<file path="config.mk">
export PLATFORM = sky130hd
export DESIGN_NAME = halfband_dec_sym_flat
export DESIGN_NICKNAME = d
export VERILOG_FILES = /design/src/rtl/halfband_dec_sym_pkg.sv /design/src/rtl/halfband_dec_sym_if.sv /design/src/rtl/halfband_dec_sym.sv /design/src/flat_wrapper.sv
export SDC_FILE = /design/constraint.sdc
export NUM_CORES = 2
export LEC_CHECK = 0
export BUFFER_PORTS_ARGS = -buffer_cell sky130_fd_sc_hd__buf_2
export CAP_MARGIN = 20
export CORE_ASPECT_RATIO = 1.2
export CORE_UTILIZATION = 30
export DETAILED_ROUTE_END_ITERATION = 8
export GPL_ROUTABILITY_DRIVEN = 1
export HOLD_SLACK_MARGIN = 0.1
export PLACE_DENSITY_LB_ADDON = 0.2
export SETUP_SLACK_MARGIN = 0.05
export SYNTH_ARGS = -nofsm -noshare
export SYNTH_HDL_FRONTEND = slang
export SYNTH_SLANG_ARGS = --single-unit
</file>
<file path="constraint.sdc">
create_clock -name sys_clk -period 28.2 [get_ports sys_clk]
set_clock_uncertainty 0.15 [all_clocks]
set_input_delay 5.64 -clock sys_clk [delete_from_list [all_inputs] [get_ports sys_clk]]
set_output_delay 5.64 -clock sys_clk [all_outputs]
set_load 0.02 [all_outputs]
</file>
<file path="src/rtl/halfband_dec_sym_pkg.sv">
// Shared constants, coefficients and output rounding for the 2:1 halfband decimator.
package hb_dec_pkg;

  localparam int unsigned DW     = 18;
  localparam int unsigned CW     = 18;
  localparam int unsigned N_TAPS = 11;
  localparam int unsigned PW     = 19;
  localparam int unsigned MW     = 37;
  localparam int unsigned SW     = 39;
  localparam int unsigned NPAIR  = 3;
  localparam int unsigned CTR    = N_TAPS / 2;

  localparam logic signed [CW-1:0] C0 = 18'sd839;
  localparam logic signed [CW-1:0] C2 = -18'sd6488;
  localparam logic signed [CW-1:0] C4 = 18'sd38417;
  localparam logic signed [CW-1:0] C5 = 18'sd65536;

  // Coefficient for symmetric pair g, which combines taps 2g and N_TAPS-1-2g.
  localparam logic signed [CW-1:0] CPAIR [NPAIR] = '{C0, C2, C4};

  localparam logic signed [DW-1:0] YMAX = 18'sh1FFFF;
  localparam logic signed [DW-1:0] YMIN = 18'sh20000;

  function automatic logic signed [DW-1:0] sat_rnd_1s17(input logic signed [SW-1:0] s);
    logic signed [SW-1:0] r;
    r = (s + SW'(65536)) >>> 17;
    if (r > SW'(YMAX)) return YMAX;
    if (r < SW'(YMIN)) return YMIN;
    return DW'(r);
  endfunction

endpackage

</file>
<file path="src/rtl/halfband_dec_sym_if.sv">
// Sample stream bundle: full-rate input with decimation strobe, decimated output.
interface halfband_dec_sym_if;

  logic                             sys_clk2_en;
  logic signed [hb_dec_pkg::DW-1:0] x_in;
  logic signed [hb_dec_pkg::DW-1:0] y;
  logic                             y_valid;

  modport master (output sys_clk2_en, x_in, input y, y_valid);
  modport slave  (input sys_clk2_en, x_in, output y, y_valid);

endinterface

</file>
<file path="src/rtl/halfband_dec_sym.sv">
// 11-tap symmetric halfband 2:1 decimator: full-rate delay line, pre-add,
// multiply, sum and round/saturate stages, each advanced by its own valid tag.
module halfband_dec_sym
  import hb_dec_pkg::*;
(
  input  logic              sys_clk,
  input  logic              reset,
  halfband_dec_sym_if.slave bus
);

  logic signed [DW-1:0] d_q [N_TAPS];
  logic signed [DW-1:0] pc_q;
  logic signed [MW-1:0] mc_q;
  logic signed [SW-1:0] s_q;
  logic signed [SW-1:0] s_d;
  logic signed [DW-1:0] y_q;
  logic [2:0]           tag_q;
  logic                 valid_q;

  always_ff @(posedge sys_clk or posedge reset) begin
    if (reset) begin
      for (int unsigned k = 0; k < N_TAPS; k++) d_q[k] <= '0;
    end else begin
      d_q[0] <= bus.x_in;
      for (int unsigned k = 1; k < N_TAPS; k++) d_q[k] <= d_q[k-1];
    end
  end

  // Stages load only when their tag is set, so y reflects exactly the strobed state.
  for (genvar g = 0; g < NPAIR; g++) begin : g_pair
    logic signed [PW-1:0] p_q;
    logic signed [MW-1:0] m_q;

    always_ff @(posedge sys_clk or posedge reset) begin
      if (reset) begin
        p_q <= '0;
        m_q <= '0;
      end else begin
        if (bus.sys_clk2_en) p_q <= PW'(d_q[2*g]) + PW'(d_q[N_TAPS-1-2*g]);
        if (tag_q[0])        m_q <= MW'(p_q) * MW'(CPAIR[g]);
      end
    end
  end

  always_comb begin
    s_d = SW'(g_pair[0].m_q) + SW'(g_pair[1].m_q) + SW'(g_pair[2].m_q) + SW'(mc_q);
  end

  always_ff @(posedge sys_clk or posedge reset) begin
    if (reset) begin
      pc_q    <= '0;
      mc_q    <= '0;
      s_q     <= '0;
      y_q     <= '0;
      tag_q   <= '0;
      valid_q <= 1'b0;
    end else begin
      if (bus.sys_clk2_en) pc_q <= d_q[CTR];
      if (tag_q[0])        mc_q <= MW'(pc_q) * MW'(C5);
      if (tag_q[1])        s_q  <= s_d;
      if (tag_q[2])        y_q  <= sat_rnd_1s17(s_q);
      tag_q   <= {tag_q[1:0], bus.sys_clk2_en};
      valid_q <= tag_q[2];
    end
  end

  assign bus.y       = y_q;
  assign bus.y_valid = valid_q;

endmodule

</file>
<file path="src/flat_wrapper.sv">
// flat-port wrapper written by rule: the top's interface ports become plain ports
module halfband_dec_sym_flat import hb_dec_pkg::*;
  (sys_clk, reset, bus_sys_clk2_en, bus_x_in, bus_y, bus_y_valid);
  halfband_dec_sym_if bus_i ();
  input  logic sys_clk;
  input  logic reset;
  input wire logic [$bits(bus_i.sys_clk2_en)-1:0] bus_sys_clk2_en;
  input wire logic [$bits(bus_i.x_in)-1:0] bus_x_in;
  output wire logic [$bits(bus_i.y)-1:0] bus_y;
  output wire logic [$bits(bus_i.y_valid)-1:0] bus_y_valid;
  assign bus_i.sys_clk2_en = bus_sys_clk2_en;
  assign bus_i.x_in = bus_x_in;
  assign bus_y = bus_i.y;
  assign bus_y_valid = bus_i.y_valid;
  halfband_dec_sym u_core (.sys_clk(sys_clk), .reset(reset), .bus(bus_i));
endmodule
</file>
After elaboration in Yosys (flattened, before gate mapping)

Cells that the tools add are included.

Add/subtract/negate cells: 7
Multiply operators: 3
Magnitude comparators: 2
Mux-type cells: 9

Operators with widths:

| kind                     | count |
|---|---|
| $mux W18                 | 4 |
| $mul A19 B11 Y30 const B | 2 |
| $add A18 B18 Y19         | 3 |
| $add A39 B18 Y39 const B | 1 |
| $add A39 B34 Y39         | 1 |
| $add A34 B36 Y37         | 1 |
| $mul A19 B17 Y36 const B | 1 |
| $add A30 B33 Y34         | 1 |
| $gt A22 B18 Y1 const B   | 1 |
| $lt A22 B18 Y1 const B   | 1 |
| $mux W1                  | 5 |

Bits in registers: 448
Logic and storage cells: 44

Longest topological paths before layout

Depth after elaboration: 8
Depth in mapped cells: 23
Depth with buffers taken out: 23

Least setup slack after synthesis

No wires, ideal clock.

Kind: input -> register
Start point: in bus_sys_clk2_en
End point: reg u_core.g_pair[0].p_q[11]
Arrival time: 6.765 ns
Data required time: 27.970 ns
Path slack: 21.206 ns
Stages: 4
Path buffers: 3
Cell sequence: clkbuf_1 buf_1 clkbuf_1 mux2i_1

RTL lines:

| item                   | RTL line               | source |
|---|---|---|
| start: declaration     | flat_wrapper.sv:7      | `input wire logic [$bits(bus_i.sys_clk2_en)-1:0] bus_sys_clk2_en;` |
| end signal: assignment | halfband_dec_sym.sv:39 | `if (bus.sys_clk2_en) p_q <= PW'(d_q[2*g]) + PW'(d_q[N_TAPS-1-2*g]);` |
| end: declaration       | halfband_dec_sym.sv:31 | `logic signed [PW-1:0] p_q;` |

No word-level cell between the ends.

==> metrics <==
outcome=finished with violations; failing checks=design-rule violations; largest net degree at the start of global routing=94; Final WS setup=19.85 ns; Max Root-Sink Buffers=3; post-route ant nets=0; max_cap viols=0; final critical-path required period=8.353 ns; Synth area leaders=dfrtp_1 (33%), ha_1 (17%), fa_1 (15%), inv_1 (6.3%), mux2_2 (4.4%); design area=35970 um2; Layout Nets=3787; fraction of synthesized area in multiplexers=5.050%; layout cells sized above 1=a little under a tenth; xor/xnor share of the synthesized area=4.853%; Slew Limit Fails=0; worst slack, placed=between 15 and 20 ns; die span in y=361.5 um; CTS tree=built; maximum fanout along the worst path=93; area of the multi-input gates=19270 um2; Post-DP HPWL=63740 um; Setup-failing EPs final=0; most frequent cells after synthesis=inv_1 (545), ha_1 (436), dfrtp_1 (432); yosys warns=0; dominant synthesized flop cell=dfrtp_1; Simple-Gate Fraction of Synth Area=6.483%; cells on worst reg2reg path=18; Hold Path Origin=u_core.d_q[23]; reg2reg start=u_core.g_pair[2].p_q[11]; Async SR Flop Fraction=100.0%; Hold Path Class=reg -> reg; GRT Util Overall=15.03%; H-tree Lvls=2; Cell Area, Synth=roughly 32000 um2; initial antenna violation count=2; Setup Crit Path Kind=in -> async; worst-skew pair later-pin latency=between 0.6 and 0.7 ns; FP Rows=131; fmax=119.7 MHz; 1st-iter DRT viols=935; Worst setup EP type=asynchronous set/reset pin; WL/cell=17.49 um; Post-CTS Setup Bufs=0; arrival time worst endpoint=8.78 ns; Final Hold Fails=0; gpl congestion=0.8214; DRT Pass-1 Iters=7; area grow syn2layout=11.36%; Synth cell types=71; hold buffers post-CTS=0; top-area cell type share of the netlist area=33.46%; Num CTS Buffers=50; GRT overflow=0; Worst Hold Path EP=u_core.d_q[5]; FF+latch area=~11000 um2; DRC errors left=16; setup TNS=0 ns; post-synthesis compound-gate area fraction=11.07%; worst path cell trace=buf_2 -> inv_8 -> buf_4 -> buf_4 -> buf_4; fill count=approximately 11000; Crit-path slowest cell=buf_4; Reg clk slew, reported paths=~0.060 ns; WHS Path Cells=0; startpoint class of the critical path=input port; Synth Register Bits=432; Rel. slew slack=31.29%; post-cts gate resize count=0; largest family of logic cells by synthesized area=adder cells; RSZ-0062 raised after global routing=false; most frequent cell after synthesis=inv_1; DIE AREA=between 100000 and 150000 um2; initial core utilization=between 30% and 40%; Cell Area, Placed=34190 um2; pin slew with the least headroom to its limit=1.025 ns; gate count after technology mapping=around 3000; Seq/Total Area, Yosys=33.46%; Yosys top cell by area=dfrtp_1; Port Buffers=39; # IOs=40; EDFF count, synth=0; Critical Path Max Stage Delay=0.82 ns; root buf cell=clkbuf_16; reg2reg setup slack=21.86 ns; first-pass GRT wire length=approximately 130000 um; Syn Nets=3728; total wire length=79120 um; post-route clock period utilization=29.62%; synthesized area per cell=10.68 um2; vias per cell=4.600; vias in the first global route=22090; vias=about 21000; Synth Area in Adders=32.19%; DIE WIDTH=301.6 um; core footprint=~110000 um2; Critical Path RT=28.63 ns; Sink Count=~430; most frequent CP cell=buf_4; RR Endpoint=u_core.g_pair[2].m_q[34]
logic make-up (layout without fill, tap and decap cells):
| kind of cell | Yosys count | in the layout |
|---|---|---|
| simple gates | 438 | 438 |
| xor+xnor | 179 | 179 |
| fa+ha+maj | 683 | 683 |
| flops | 432 | 432 |
| other cells | 0 | 6 |
| compound gates | 552 | 552 |
| buf+inv | 593 | 690 |
| mux | 147 | 147 |
routing by layer:
metal / global-route usage (%) / wire length, um / vias up
li1: - / - / 10240
met1: 19.65 / 36560 / 10260
met2: 25.93 / 38320 / 219
met3: 1.567 / 1902 / 91
met4: 4.545 / 2336 / 0
met5: 0 / 0 / -
area by class of cell:
type                            instances  share of cell area, %
Clock inverter                         24                 0.9078
Tap cell                             1396                  4.855
Clock buffer                           66                  3.868
Sequential cell                       432                  30.06
Antenna cell                            6                0.04174
Multi-Input combinational cell       1999                  53.56
Timing Repair Buffer                   55                 0.9947
Inverter                              545                  5.707
worst max-delay path by stage:
stage               startpoint  cells after the start  slack [ns]                  endpoint
floorplan                reset                      1       10.38           u_core.bus.y[0]
global placement         reset                      5       19.04  u_core.g_pair[0].m_q[11]
detailed placement       reset                      5       19.04  u_core.g_pair[2].p_q[15]
CTS                      reset                      5       19.67   u_core.g_pair[1].m_q[6]
global route             reset                      5       19.23  u_core.g_pair[0].m_q[13]
finish                   reset                      5       19.85  u_core.g_pair[0].m_q[12]
sequential cells by signal (all words and copies together), names as in the netlist:
signal	flops
u_core.bus.y	18
u_core.bus.y_valid	1
u_core.d_q	198
u_core.mc_q	18
u_core.g_pair.m_q	96
u_core.g_pair.p_q	57
u_core.s_q	23
u_core.tag_q	3
u_core.pc_q	18
cell usage in the layout (no fill, tap or decap), drive strengths merged, types with 17 or more instances in the layout:
cell type  synthesis  final
inv              545    548
ha               436    436
dfrtp            432    432
fa               247    247
a21oi            157    157
xnor2            134    134
nand2            131    131
mux2             128    128
o21ai            120    120
nor2             102    102
clkbuf            34     66
a21o              61     61
buf               14     55
nand3             46     46
xor2              45     45
o21a              36     36
nor3              31     31
o211ai            28     28
a211oi            26     26
o21bai            22     22
a31oi             22     22
nor2b             21     21
and3              20     20
mux2i             19     19
nand4             17     17
nand2b            17     17
critical path: cells and delay by family:
family / cells / cell delay (ns)
buf+inv: 5 / 2.94
through the flow:
step | util [%] | cells | hold slack [ns]
detailed placement | 32.09 | 4425 | 0.1847
CTS | 33.70 | 4515 | 0.1959
finish | 33.77 | 4523 | 0.1933
global route | 33.75 | 4517 | 0.1990
floorplan | - | 3024 | 0.1812
global placement | 32.09 | 4425 | 0.1817
Power is not shown: default switching activity piles up to over one toggle a cycle in this logic, so the estimate is an artifact.
